<file path="config.mk">
export PLATFORM = sky130hd
export DESIGN_NAME = uart_rx
export DESIGN_NICKNAME = d
export VERILOG_FILES = /design/src/rtl/uart_rx.sv
export SDC_FILE = /design/constraint.sdc
export NUM_CORES = 1
export LEC_CHECK = 0
export CELL_PAD_IN_SITES_DETAIL_PLACEMENT = 1
export CELL_PAD_IN_SITES_GLOBAL_PLACEMENT = 1
export CORE_MARGIN = 1
export CORE_UTILIZATION = 37
export DETAILED_ROUTE_END_ITERATION = 7
export DONT_BUFFER_PORTS = 1
export PLACE_DENSITY_LB_ADDON = 0.1
export SETUP_SLACK_MARGIN = 0.15
export SLEW_MARGIN = 20
export SYNTH_ARGS = -nofsm -noshare
export SYNTH_HDL_FRONTEND = slang
export SYNTH_SLANG_ARGS = --single-unit
</file>
<file path="constraint.sdc">
create_clock -name clk100 -period 4.1 [get_ports clk100]
set_clock_uncertainty 0.1 [all_clocks]
set_input_delay 0.615 -clock clk100 [delete_from_list [all_inputs] [get_ports clk100]]
set_output_delay 0.615 -clock clk100 [all_outputs]
set_load 0.01 [all_outputs]
</file>
<file path="src/rtl/uart_rx.sv">
`default_nettype none
// ============================================================================
// Module   : uart_rx
// Brief    : 8N1 UART receiver with one-cycle rx_valid / rx_frame_err strobes.
//            Define UART_RX_MAJORITY_EN for 2-of-3 majority bit sampling.
// Revision : 1.0 - initial release
// ============================================================================
module uart_rx #(
  parameter int BAUD_DIVISOR = 868,
  parameter int HALF_DIVISOR = BAUD_DIVISOR / 2
) (
  input  logic       clk100,
  input  logic       rst,
  input  logic       rx,
  output logic [7:0] rx_data,
  output logic       rx_valid,
  output logic       rx_frame_err,
  output logic       rx_busy
);

  localparam logic [9:0] c_baud_reload = 10'(BAUD_DIVISOR - 1);
  localparam logic [9:0] c_half_reload = 10'(HALF_DIVISOR - 1);

  typedef enum logic [2:0] {
    S_IDLE  = 3'd0,
    S_START = 3'd1,
    S_DATA  = 3'd2,
    S_STOP  = 3'd3,
    S_BREAK = 3'd4
  } state_t;

  state_t      r_state, w_state_next;
  logic        r_rx_meta, r_rx_s, r_rx_prev;
  logic [9:0]  r_timer, w_timer_next;
  logic [2:0]  r_bit_cnt, w_bit_cnt_next;
  logic [7:0]  r_shift, w_shift_next;
  logic [7:0]  w_data_next;
  logic        w_valid_next, w_err_next;
  logic        w_sample_pt, w_bit;

  always_ff @(posedge clk100 or posedge rst) begin
    if (rst) begin
      r_rx_meta <= 1'b1;
      r_rx_s    <= 1'b1;
      r_rx_prev <= 1'b1;
    end else begin
      r_rx_meta <= rx;
      r_rx_s    <= r_rx_meta;
      r_rx_prev <= r_rx_s;
    end
  end

`ifdef UART_RX_MAJORITY_EN
  // History holds rx_s from the timer==2 and timer==1 cycles when timer==0.
  logic [1:0] r_hist;

  always_ff @(posedge clk100 or posedge rst) begin
    if (rst) r_hist <= 2'b11;
    else     r_hist <= {r_hist[0], r_rx_s};
  end

  assign w_bit = (r_hist[1] & r_hist[0]) | (r_hist[1] & r_rx_s) | (r_hist[0] & r_rx_s);
`else
  assign w_bit = r_rx_s;
`endif

  assign w_sample_pt = (r_timer == 10'd0);
  assign rx_busy     = (r_state != S_IDLE);

  always_ff @(posedge clk100 or posedge rst) begin
    if (rst) begin
      r_state      <= S_IDLE;
      r_timer      <= 10'd0;
      r_bit_cnt    <= 3'd0;
      r_shift      <= 8'h00;
      rx_data      <= 8'h00;
      rx_valid     <= 1'b0;
      rx_frame_err <= 1'b0;
    end else begin
      r_state      <= w_state_next;
      r_timer      <= w_timer_next;
      r_bit_cnt    <= w_bit_cnt_next;
      r_shift      <= w_shift_next;
      rx_data      <= w_data_next;
      rx_valid     <= w_valid_next;
      rx_frame_err <= w_err_next;
    end
  end

  always_comb begin
    w_state_next   = r_state;
    w_timer_next   = (r_state == S_IDLE) ? r_timer : r_timer - 10'd1;
    w_bit_cnt_next = r_bit_cnt;
    w_shift_next   = r_shift;
    w_data_next    = rx_data;
    w_valid_next   = 1'b0;
    w_err_next     = 1'b0;
    case (r_state)
      S_IDLE: begin
        if (r_rx_prev && !r_rx_s) begin
          w_state_next = S_START;
          w_timer_next = c_half_reload;
        end
      end
      S_START: begin
        if (w_sample_pt) begin
          w_timer_next = c_baud_reload;
          if (!w_bit) begin
            w_state_next   = S_DATA;
            w_bit_cnt_next = 3'd0;
          end else begin
            w_state_next = S_IDLE;
          end
        end
      end
      S_DATA: begin
        if (w_sample_pt) begin
          w_timer_next   = c_baud_reload;
          w_shift_next   = {w_bit, r_shift[7:1]};
          w_bit_cnt_next = r_bit_cnt + 3'd1;
          if (r_bit_cnt == 3'd7) w_state_next = S_STOP;
        end
      end
      S_STOP: begin
        if (w_sample_pt) begin
          w_timer_next = c_baud_reload;
          if (w_bit) begin
            w_data_next  = r_shift;
            w_valid_next = 1'b1;
            w_state_next = S_IDLE;
          end else begin
            w_err_next   = 1'b1;
            w_state_next = S_BREAK;
          end
        end
      end
      S_BREAK: begin
        // Stay here while the line is held low so a break yields one error only.
        if (r_rx_s) w_state_next = S_IDLE;
      end
      default: w_state_next = S_IDLE;
    endcase
  end

endmodule
`default_nettype wire
</file>
# Yosys cells after proc, flatten, opt, wreduce, memory -nomap -nowiden
# Index checks and enable logic that the tools add are counted.
[word_totals] in_bits=3 output_inout_bits=11 elab_cells=58 regBits=37
[op_classes] add_sub_neg=2 n_reduce_logical=11 n_eq_ne=12 muxes=23
[ops] cell="10-bit two-way mux" n=3
[ops] cell="3-bit two-way mux" n=10
[ops] cell="10-bit one-hot mux with 2 select lines" n=1
[ops] cell="3-bit one-hot mux with 5 select lines" n=1
[ops] cell="2-bit != test (second input constant)" n=6
[ops] cell="10-bit logical NOT" n=1
[ops] cell="10-bit by 1-bit subtractor with 10-bit output (second input constant)" n=1
[ops] cell="3-bit by 2-bit equality test with 1-bit output (second input constant)" n=2
[ops] cell="3-bit equality test (second input constant)" n=2
[ops] cell="1-bit two-way mux" n=6
[ops] cell="3-bit one-hot mux with 2 select lines" n=1
[ops] cell="6-bit AND reduction" n=1
[ops] cell="4-bit AND reduction" n=1
[ops] cell="3-bit by 1-bit adder with 3-bit output (second input constant)" n=1
[ops] cell="3-bit by 1-bit equality test with 1-bit output (second input constant)" n=1
[ops] cell="3-bit logical NOT" n=1
[ops] cell="3-bit AND reduction" n=1
[ops] cell="3-bit nonzero test" n=1
[ops] cell="3-bit OR reduction" n=1
[ops] cell="2-bit two-way mux" n=1
[ops] cell="2-bit by 1-bit != test with 1-bit output (second input constant)" n=1
[ops] cell="2-bit AND reduction" n=1
[ops] cell="2-bit nonzero test" n=1
[ops] cell="1-bit logical AND" n=1
[ops] cell="1-bit logical NOT" n=1

# Logic depth before layout (Yosys ltp)
[logic_depth] depth_word=4 mapped_depth=6 ltp_nobuf=6

# Least setup slack after synthesis
# Ideal clock, no wire load.
[synth_timing] path_type="reg-to-reg" startpoint="reg r_timer[5]" endpoint="reg r_shift[6]" slack_ns=1.754 n_path_buf=1 period_less_slack_ns=2.346 arrival_ns=2.121 setup_ns=0.125 t_required_ns=3.875 path_stages_with_launch=6 path_cell_list="dfrtp_1 or4_1 buf_2 or2_4 or4_4 mux2_4"
[synth_between] elab_chain_len=2
[synth_rtl] item="start, declared" line="34" source="logic [9:0] r_timer, w_timer_next;"
[synth_rtl] item="start signal, assigned" line="81" source="r_timer <= w_timer_next;"
[synth_rtl] item="10-bit logical NOT" line="67" source="assign w_sample_pt = (r_timer == 10'd0);"
[synth_rtl] item="2-bit AND reduction (no source line)"
[synth_rtl] item="end signal, assigned" line="83" source="r_shift <= w_shift_next;"
[synth_rtl] item="end, declared" line="36" source="logic [7:0] r_shift, w_shift_next;"
# No other way between the ends.
# A chain may end at the register's enable or synchronous reset.

# Worst setup path after layout
[layout_timing] startpoint="reg r_state[1]" endpoint="out rx_busy"
[layout_between] elab_chain_len=1
[layout_rtl] item="start, declared" line="32" source="state_t r_state, w_state_next;"
[layout_rtl] item="start signal, assigned" line="80" source="r_state <= w_state_next;"
[layout_rtl] item="3-bit nonzero test" line="68" source="assign rx_busy = (r_state != S_IDLE);"
[layout_rtl] item="end, declared" line="18" source="output logic rx_busy"
# No other way between the ends.

==> results.toml <==
[status]
outcome = "completed"

[finish]
drive_gt1_frac = 0.236
nNetsFinal = 154
syn_to_final_growth_pct = 9.53
fillCellCount = 488
antennaDiodeCount = 0
utilization = 0.427

[cts]
htree_levels = 2
cts.sink_count = 37
cts_tree = "built"
cts-buffers-inserted = 5
clk_latency_ns = 0.30
hold_buffers = 0
post_cts_buffers = 0
cts-root-buf = "clkbuf_8"
clk_pin_slew_ns = 0.08
cts-resized-gates = 0
clk_path_buf_depth = 2

[pwr]
vdd_drop_max_mv = 0.218
p_leak_nw = 0.843
powerDensity_nw_per_um2 = 554

[worst_setup_path]
r2r-end = "r_shift[4]$_DFFE_PP0P_"
r2r_start = "r_timer[5]$_DFF_PP0_"
cp-end-kind = "primary output"
critical_path_class = "reg -> out"
cp.arrival_ns = 1.98
crit_path_max_fanout = 14
required_ns = 3.38
r2r_setup_slack_ns = 1.49
cp-start-kind = "register"
rr_worst_depth = 4

[routing]
vias = 1140
ant_nets = 0
routed_via_density = 5.70
avgRoutedWirePerCell_um = 17.5
dr.pass1.iters = 4
wl_um = 3500
drc = 0
drtIter0Drc = 57

[floorplan]
boundaryPins = 14
die_w_um = 70.2
core_area_um2 = 4410
dieArea_um2 = 4930
start_util = 0.390
rows = 24
die_h_um = 70.2

[yosys]
syn-num-nets = 153
ys.flop_type = "dfrtp_1"
synth_fa_ha_area_frac = 0.0291
ys_seq_area_frac = 0.540
syn_inst = 146
yosysTopAreaCellShare = 0.495
synth.distinct_cells = 42
synth-compound-area-share = 0.100
synth_top_family_by_area = "simple AND/OR/NAND/NOR gates"
ys_ff_latch = 37
synth_warnings = 0
yosys-top-cells-area = "dfrtp_1 (49%), mux2_2 (9.8%), dfstp_2 (4.6%)"
syn_area_um2 = 1720
yosysTopAreaCell = "dfrtp_1"
synthMuxAreaShare = 0.113
synthXorXnorAreaFrac = 0.0153
synth_edf_count = 0
synthArstFlopShare = 1.00
syn_avg_cell_area_um2 = 11.8
yosys.area_share.simple = 0.168

[sta]
max_freq_ghz = 0.371
fin_tns_setup_ns = 0
rsz0062_at_grt = "no"
drv_slew = 0
final_hold_viol_count = 0
min_period_over_period = 0.657
min_period_ns = 2.69
setup_viol = 0
tightest_slew_ns = 0.743
slew_headroom = 0.501

[global_routing]
grt_pass1_wl_um = 5980
grt_overflow_total = 0
grt_pass1_vias = 1218
grtUsageTotal = 0.158
grt_antenna_before_repair = 0
grt_max_degree = 21

[min_path]
hp-class = "in -> async"

[placement]
numPortBuffers = 0
place.detailed.hpwl_um = 2470
routabilityCongestion = 0.764

[flow_run]
max_cap_violations = 0
[worst max-delay path: stages (launching register included)]
cell and delay, ns:
dfrtp_1 0.54, nor3_1 0.68, clkinv_1 0.47
[how the worst max path moves through the flow]
stage                           start                     end  slack, ns
3_3_place_gp     r_timer[5]$_DFF_PP0_  r_shift[2]$_DFFE_PP0P_       1.58
6_report       r_state[1]$_DFFE_PP0P_                 rx_busy       1.41
2_1_floorplan    r_timer[5]$_DFF_PP0_  r_shift[6]$_DFFE_PP0P_       1.75
3_5_place_dp     r_timer[5]$_DFF_PP0_  r_shift[4]$_DFFE_PP0P_       1.50
4_1_cts        r_state[1]$_DFFE_PP0P_                 rx_busy       1.39
5_1_grt        r_state[1]$_DFFE_PP0P_                 rx_busy       1.25
[state kept, by name (all words and copies together), names as in the netlist]
signal	count
r_rx_s	1
r_rx_prev	1
r_bit_cnt	3
r_state	3
r_shift	8
rx_valid	1
rx_frame_err	1
r_timer	10
rx_data	8
r_rx_meta	1
[report_power, final]
group          leakage (nW)  switching (W)  total, W  internal [W]
clock                0.0574       0.000136  0.000334      0.000198
combinational         0.306       0.000124  0.000219     0.0000952
sequential            0.480      0.0000695  0.000491      0.000421
total                 0.843       0.000329   0.00104      0.000714
[Yosys cell counts, types with 2 or more instances]
master	n
xor2_1	2
dfstp_2	3
buf_2	2
ha_1	4
nor4_4	2
nand3_1	4
mux2_2	15
nand2_1	9
o21ai_0	5
dfrtp_1	34
nor2_1	8
o221a_1	2
o311ai_0	2
a21oi_1	2
clkbuf_1	5
or4_1	2
inv_1	7
o211ai_1	5
nor3_1	7
nor4_1	2
nand2b_1	3
[logic make-up (layout without fill, tap and decap cells)]
| family | count (synthesis) | count (layout) |
|---|---|---|
| AND/OR/NAND/NOR | 47 | 47 |
| flip-flops | 37 | 37 |
| AO/OA/AOI/OAI | 23 | 23 |
| multiplexers | 17 | 17 |
| buffers and inverters | 15 | 17 |
| adder cells (fa/ha/maj) | 4 | 4 |
| XOR/XNOR | 3 | 3 |
[metal layers]
layer  vias to the layer above  GRT usage  share of wire
met5                         -          0              0
met4                         0     0.0733          0.022
met3                         8     0.0346          0.025
met2                        17      0.234           0.46
met1                       583      0.220           0.49
li1                        532          -              -
[placed cells by master, fill, tap and decap left out, drive strengths merged, types with 2 or more instances in the layout]
cell    synthesis  routed
a21oi           2       2
clkbuf          5       6
dfrtp          34      34
dfstp           3       3
ha              4       4
inv             7       7
mux2           16      16
nand2           9       9
nand2b          3       3
nand3           4       4
nand4           2       2
nor2            8       8
nor3            7       7
nor4            4       4
o211ai          5       5
o21ai           5       5
o221a           2       2
o311ai          2       2
or2             2       2
or4             3       3
xor2            2       2
[per-stage QoR]
stage,area (um^2),hold WS [ns],instances,worst slack [ns],total power [W]
after global routing,1880,0.199,200,1.25,0.00110
final,1880,0.200,200,1.41,0.00104
after detailed placement,1760,0.249,192,1.50,0.000716
after floorplan,1720,0.245,146,1.75,0.000665
after global placement,1760,0.247,192,1.58,0.000702
after CTS,1880,0.202,200,1.39,0.00106
[area by class of cell]
| type | instances | area (um^2) | area share |
|---|---|---|---|
| repair buffers | 1 | 7.51 | 0.00398 |
| clock buffers | 6 | 82.6 | 0.0438 |
| clock inverters | 2 | 37.5 | 0.0199 |
| flip-flops and latches | 37 | 930 | 0.493 |
| inverters | 8 | 30.0 | 0.0159 |
| multi-input cells | 94 | 732 | 0.388 |
| well taps | 52 | 65.1 | 0.0345 |
(Power assumes the default switching activity.)
